[src/rtl/div_pkg.sv]
// Shared types and helpers for the pipelined non-restoring divider.
// Consumed by pipe_nr_divider; signed operation is selected with SIGNED_DIV_EN.
package div_pkg;

    localparam int DIV_W     = 16;
    localparam int DIV_TAG_W = 4;

    localparam int S_IN  = 0;
    localparam int S_FIX = DIV_W + 1;

    function automatic int div_lat(input int w);
        return w + 2;
    endfunction

    typedef struct packed {
        logic                 valid;
        logic [DIV_W:0]       prem;
        logic [DIV_W-1:0]     quot;
        logic [DIV_W-1:0]     dvsr;
        logic [DIV_TAG_W-1:0] tag;
        logic                 dbz;
        logic                 q_neg;
        logic                 r_neg;
    } stage_t;

endpackage

[src/rtl/div_nr_stage.sv]
// One combinational radix-2 non-restoring iteration.
// Shifts the next dividend bit in from q and produces one quotient bit.
module div_nr_stage #(
    parameter int W = 16
) (
    input  logic [W:0]   prem,
    input  logic [W-1:0] dvsr,
    input  logic [W-1:0] q,
    output logic [W:0]   prem_nxt,
    output logic [W-1:0] q_nxt
);

    logic [W:0] sh;
    logic [W:0] d;

    always_comb begin
        sh = {prem[W-1:0], q[W-1]};
        d  = {1'b0, dvsr};
        // add/subtract chosen by the sign before the shift
        prem_nxt = prem[W] ? (sh + d) : (sh - d);
        q_nxt    = {q[W-2:0], ~prem_nxt[W]};
    end

endmodule

[src/rtl/pipe_nr_divider.sv]
// Fully pipelined non-restoring divider, W+2 cycle latency, valid/ready.
// Define SIGNED_DIV_EN for two's complement operands and results.
module pipe_nr_divider
    import div_pkg::*;
#(
    parameter int W     = DIV_W,
    parameter int TAG_W = DIV_TAG_W
) (
    input  logic             clk,
    input  logic             rst_n,
    input  logic             in_valid,
    output logic             in_ready,
    input  logic [W-1:0]     dividend,
    input  logic [W-1:0]     divisor,
    input  logic [TAG_W-1:0] in_tag,
    output logic             out_valid,
    input  logic             out_ready,
    output logic [W-1:0]     quotient,
    output logic [W-1:0]     remainder,
    output logic             dbz,
    output logic [TAG_W-1:0] out_tag
);

    localparam int LAT = div_lat(W);
    localparam int FIX = LAT - 1;

    typedef struct packed {
        logic             valid;
        logic [W:0]       prem;
        logic [W-1:0]     quot;
        logic [W-1:0]     dvsr;
        logic [TAG_W-1:0] tag;
        logic             dbz;
        logic             q_neg;
        logic             r_neg;
    } lane_t;

    lane_t st [LAT];

    logic             op_v;
    logic [W-1:0]     op_a;
    logic [W-1:0]     op_b;
    logic [TAG_W-1:0] op_tag;

    logic stall;

    assign stall    = st[FIX].valid & ~out_ready;
    assign in_ready = ~stall;

    lane_t s0_d;

    always_comb begin
        s0_d       = '0;
        s0_d.valid = op_v;
        s0_d.tag   = op_tag;
        s0_d.dbz   = (op_b == '0);
`ifdef SIGNED_DIV_EN
        s0_d.quot  = op_a[W-1] ? -op_a : op_a;
        s0_d.dvsr  = op_b[W-1] ? -op_b : op_b;
        s0_d.q_neg = op_a[W-1] ^ op_b[W-1];
        s0_d.r_neg = op_a[W-1];
`else
        s0_d.quot  = op_a;
        s0_d.dvsr  = op_b;
`endif
    end

    logic [W:0]   it_prem [1:W];
    logic [W-1:0] it_q    [1:W];

    for (genvar g = 1; g <= W; g++) begin : g_iter
        div_nr_stage #(
            .W(W)
        ) u_iter (
            .prem     (st[g-1].prem),
            .dvsr     (st[g-1].dvsr),
            .q        (st[g-1].quot),
            .prem_nxt (it_prem[g]),
            .q_nxt    (it_q[g])
        );
    end

    lane_t        fx_d;
    logic [W-1:0] q_c;
    logic [W-1:0] r_c;

    always_comb begin
        fx_d = st[W];
        q_c  = st[W].quot;
        // the true remainder lies in [0, dvsr), so W bits are enough
        r_c  = st[W].prem[W] ? (st[W].prem[W-1:0] + st[W].dvsr)
                             : st[W].prem[W-1:0];
`ifdef SIGNED_DIV_EN
        if (st[W].q_neg) q_c = -q_c;
        if (st[W].r_neg) r_c = -r_c;
`endif
        if (st[W].dbz) q_c = '1;
        fx_d.quot = q_c;
        fx_d.prem = {1'b0, r_c};
    end

    always_ff @(posedge clk) begin
        if (!rst_n) begin
            op_v   <= 1'b0;
            op_a   <= '0;
            op_b   <= '0;
            op_tag <= '0;
            for (int i = 0; i < LAT; i++) st[i] <= '0;
        end else if (!stall) begin
            op_v   <= in_valid;
            op_a   <= dividend;
            op_b   <= divisor;
            op_tag <= in_tag;
            st[S_IN] <= s0_d;
            for (int i = 1; i <= W; i++) begin
                st[i]      <= st[i-1];
                st[i].prem <= it_prem[i];
                st[i].quot <= it_q[i];
            end
            st[FIX] <= fx_d;
        end
    end

    assign out_valid = st[FIX].valid;
    assign quotient  = st[FIX].quot;
    assign remainder = st[FIX].prem[W-1:0];
    assign dbz       = st[FIX].dbz;
    assign out_tag   = st[FIX].tag;

endmodule

[config.mk]
export PLATFORM = sky130hd
export DESIGN_NAME = pipe_nr_divider
export DESIGN_NICKNAME = d
export VERILOG_FILES = /design/src/rtl/div_pkg.sv /design/src/rtl/div_nr_stage.sv /design/src/rtl/pipe_nr_divider.sv
export SDC_FILE = /design/constraint.sdc
export NUM_CORES = 2
export LEC_CHECK = 0
export BUFFER_PORTS_ARGS = -buffer_cell sky130_fd_sc_hd__buf_2
export CORE_MARGIN = 1.5
export CORE_UTILIZATION = 60
export DETAILED_ROUTE_END_ITERATION = 10
export PLACE_DENSITY = 0.8
export SLEW_MARGIN = 25
export SYNTH_ARGS = -nofsm -noshare
export SYNTH_HDL_FRONTEND = slang
export SYNTH_SLANG_ARGS = --single-unit
[constraint.sdc]
create_clock -name clk -period 31.8 [get_ports clk]
set_input_delay 6.36 -clock clk [delete_from_list [all_inputs] [get_ports clk]]
set_output_delay 6.36 -clock clk [all_outputs]
set_load 0.02 [all_outputs]
# Yosys cells after proc, flatten, opt, wreduce, memory -nomap -nowiden
# Memory sizes are Yosys's and may differ from the RTL's.
# Cells that the tools add are included.
[word_totals]
reg_bits = 37
ram_bits = 1026
output_inout_bits = 39
wordCells = 180
n_memories = 1
[op_classes]
add_sub_neg = 33
muxes = 72
bitwise = 69
reduce_logical = 1
[memory_table]
columns = ["name", "depth", "word_bits", "read_ports", "rd_ports_with_merged_regs", "wr", "line", "rtl"]
rows = [
  ["st", 18, 57, 18, 0, 18, "pipe_nr_divider.sv:38", "lane_t st [LAT];"],
]
[ops]
columns = ["op", "count"]
rows = [
  ["57-bit 2-to-1 mux", 18],
  ["17-bit 2-to-1 mux", 32],
  ["16-bit 2-to-1 mux", 18],
  ["17-bit by 16-bit adder with 17-bit output", 16],
  ["17-bit by 16-bit subtractor with 17-bit output", 16],
  ["1-bit OR", 50],
  ["1-bit inverter", 18],
  ["16-bit adder", 1],
  ["16-bit zero test", 1],
  ["1-bit 2-to-1 mux", 4],
  ["1-bit AND", 1],
]

# Logic depth before layout (Yosys ltp)
[depth]
word_depth = 7
mapped_depth = 16
depth_no_buf = 16

# Cells and area by module
# A second synthesis with hierarchy kept.
[hier_totals]
hier_cells = 5285
hier_area_um2 = 58097.0
[by_module_without_submodules]
columns = ["module", "n_inst", "cells_each", "area_each_um2", "seq_area_each_um2"]
rows = [
  ["pipe_nr_divider", 1, 2465, 38062.8, 29448.2],
  ["div_nr_stage at g_iter[13].u_iter ...", 7, 180, 1287.5, 0.0],
  ["div_nr_stage at g_iter[10].u_iter ...", 7, 173, 1217.4, 0.0],
  ["div_nr_stage at g_iter[9].u_iter", 1, 176, 1257.5, 0.0],
  ["div_nr_stage at g_iter[8].u_iter", 1, 173, 1242.4, 0.0],
]

# Worst setup path after synthesis
# No wires, ideal clock.
[synth_path]
path_kind = "input-to-reg"
from = "in out_ready"
to = "mem st[0][100] in the netlist's numbering, enable pin"
setup_ns = 6.581
t_arrival_ns = 22.532
required_ns = 25.219
path_slack_ns = 2.687
cell_stages = 4
cell_sequence = "nor2b_1 -> clkbuf_1 -> buf_1 -> nand2_1"
[synth_lines]
columns = ["item", "line", "rtl"]
rows = [
  ["start: declaration", "pipe_nr_divider.sv:17", "input logic out_ready,"],
  ["end: declaration", "pipe_nr_divider.sv:38", ""],
]

# Worst setup path in the final report
[layout_path]
from = "in out_ready"
to = "out in_ready"
[layout_between]
elab_chain_cells = 3
[layout_rtl]
columns = ["item", "line", "rtl"]
rows = [
  ["1-bit inverter", "pipe_nr_divider.sv:47", "assign stall = st[FIX].valid & ~out_ready;"],
  ["1-bit AND", "pipe_nr_divider.sv:47", ""],
  ["1-bit inverter", "pipe_nr_divider.sv:48", "assign in_ready = ~stall;"],
  ["end: declaration", "pipe_nr_divider.sv:12", "output logic in_ready,"],
]
# No other way between the ends.

==> impl_metrics.toml <==
[route]
via_count = 34300
drc = 0
wire_per_inst_um = 17.5
drtIter0Drc = 2441
drtAntennaViolNets = 0
vias_per_cell = 5.91
dr.pass1.iters = 7
routed_wirelength_mm = 102

[global_routing]
grt.overflow.total = 0
antenna_found_initial = 4
grt_pass1_wl_mm = 166
grt_pass1_vias = 33600
grt_max_degree = 129
grt_usage = 0.224

[placed_design]
dp_hpwl_mm = 65.4
place_inst = 5619
port_buffers = 78
post_dp_cell_area_mm2 = 0.0537
gp_congestion = 0.882

[timing]
fin_tns_setup_ns = 0
slew_headroom = 0.304
period_share = 0.438
maxSlewViolCount = 0
period_minus_slack_ns = 13.94
clock.fmax_ghz = 0.0717
tightest_slew_ns = 1.02
rsz0062_at_grt = "no"
skew_ns = 0.0245
setup_violations = 0
hold_viol_final = 0

[worst_setup_path]
r2r-start = "st[2][113]$_SDFFCE_PN0P_"
critical_path_class = "in2out"
endpoint_kind = "output port"
cp.arrival_ns = 7.58
start_kind = "primary input"
r2r_end = "st[1][162]$_SDFFCE_PN0P_"
cp.required_ns = 25.44
r2r_slack_ns = 26.37
cp_max_fo = 100
rr_worst_depth = 7

[synth]
synth_area_per_cell_um2 = 11.4
yosysSeqAreaShare = 0.558
syn_inst = 4623
yosysTopAreaCell = "edfxtp_1"
netlist_area_mm2 = 0.0527
synth_seq_cells = 993
synthArstFlopShare = 0
synth_edf_count = 956
synth.area.top_cells = "edfxtp_1 (54%), and3_1 (7.4%), ha_1 (6.5%), xor2_1 (4.5%), nor2_1 (4.3%)"
yosys_warnings = 0
synth_nets = 4953
synth_top_area_share = 0.544
yosysUniqueCellTypes = 79
synth_ff_type = "edfxtp_1"
yosys-top-cells-count = "edfxtp_1 (956), and3_1 (626), nor2_1 (609)"
yosysMostFrequentCell = "edfxtp_1"

[clock_tree]
cts_root_buffer = "clkbuf_16"
clk_pin_slew_ns = 0.06
cts_resized = 0
cts_buffers = 97
cts_tree = "built"
cts.sinks = 993
cts_buffer_depth = 3
holdBufCountCts = 0
htree_num_levels = 3
post-cts-setup-buffers = 0
clk_latency_ns = 0.67

[flow_run]
drv_cap = 0

[floorplanning]
dieArea_mm2 = 0.0897
num_rows = 108
dieHeight_um = 299
start_util = 0.607
chipWidth_um = 299
core_area_mm2 = 0.0869
ioPinCount = 79

[layout]
final_net_count = 4893
layout-drive-gt1-share = 0.0644
syn_to_final_growth_pct = 7.81
regArea_mm2 = 0.0294
diodes = 0
multi_input_area_mm2 = 0.0217
design_area_mm2 = 0.0568
fillers = 6211
layout.cells.non_filler = 5797
post-route-util = 0.654

[power_and_ir_drop]
ir_drop_mv = 0.0467
power_leakage_nw = 27.8
power.total_mw = 2.83
powerDensity_mw_per_mm2 = 49.8

[min_path]
hold_path_class = "reg2reg"
worstHoldEndpoint = "op_a[15]$_SDFFE_PN0N_"
holdPathStages = 2
worstHoldStart = "op_a[15]$_SDFFE_PN0N_"

[outcome]
status = "complete, no violations"
==> cells by family (layout without fill, tap and decap cells) <==
kind of cell,after synthesis,in the layout,share of synthesized area
buf+inv,375,394,0.0299
simple gates,1751,1751,0.171
mux,26,26,0.00534
fa+ha+maj,290,290,0.0711
flops,993,993,0.558
xor+xnor,454,454,0.0754
compound gates,734,734,0.0887
==> per-layer routing <==
layer	global-route usage	routed length [µm]	part of all wire	vias to the layer above
met2	0.405	52700	0.52	714
met4	0.0823	3210	0.032	2
met5	0	13	0.00013	-
met3	0.0270	3850	0.038	199
met1	0.275	41800	0.41	16600
li1	-	-	-	16800
==> final cells by class <==
class	count	area share
Clock buffer	116	0.0440
Sequential cell	993	0.518
Tap cell	1155	0.0254
Multi-Input combinational cell	3255	0.382
Timing Repair Buffer	108	0.0111
Inverter	108	0.00726
Clock inverter	62	0.0119
==> how the worst max path moves through the flow <==
stage | to | slack (ns) | startpoint | cells past startpoint
floorplan | st[0][100]$_SDFFCE_PN0P_ | 2.69 | out_ready | 4
global placement | in_ready | 17.88 | out_ready | 5
detailed placement | in_ready | 17.89 | out_ready | 5
CTS | in_ready | 17.90 | out_ready | 5
global route | in_ready | 17.79 | out_ready | 5
finish | in_ready | 17.86 | out_ready | 5
==> report_power, final <==
part           leakage (nW)  internal (mW)  switching, mW
Sequential             12.0           1.46         0.0301
Combinational          14.2         0.0794          0.111
Clock                  1.54          0.655          0.496
==> layout by cell type, fill, tap and decap left out, types with 13 or more instances in the layout <==
cell,netlist,routed
ha_1,274,274
nand3b_1,15,15
clkbuf_16,0,97
o211ai_1,15,15
a21o_1,106,106
fa_1,16,16
buf_4,37,29
dfxtp_1,37,37
and3_1,626,626
clkbuf_1,218,19
o21a_1,37,37
xor2_1,272,272
xnor2_1,182,182
nand4_1,13,13
o31ai_1,18,18
clkinv_2,0,18
nor3_1,101,101
edfxtp_1,956,956
nor2_1,609,609
nand2b_1,27,27
o21bai_1,24,24
nand2_1,165,163
nand3_1,30,30
inv_1,108,107
a21boi_0,40,40
buf_2,4,77
or3_1,14,14
nor3b_1,13,13
nor4_1,39,39
clkinv_1,0,19
mux2_2,17,17
a211oi_1,27,27
nor2b_1,29,28
a21oi_1,250,250
and2_1,28,27
a31oi_1,55,55
o21ai_0,94,94
==> registers in the layout, indices dropped and copies added, names as in the netlist <==
name    flops
op_a       16
op_tag      4
st        956
op_b       16
op_v        1
==> per-stage QoR <==
| step | hold slack [ns] | setup slack (ns) |
|---|---|---|
| 2_1_floorplan | 0.436 | 2.69 |
| 3_3_place_gp | 0.448 | 17.88 |
| 3_5_place_dp | 0.456 | 17.89 |
| 4_1_cts | 0.463 | 17.90 |
| 5_1_grt | 0.482 | 17.79 |
| 6_report | 0.460 | 17.86 |
==> critical path, cell delays in order <==
cell and delay [ns]:
buf_2 0.11, nor2b_4 0.09, buf_4 0.40, inv_8 0.26, buf_2 0.27
Power figures use the tool's default switching activity.
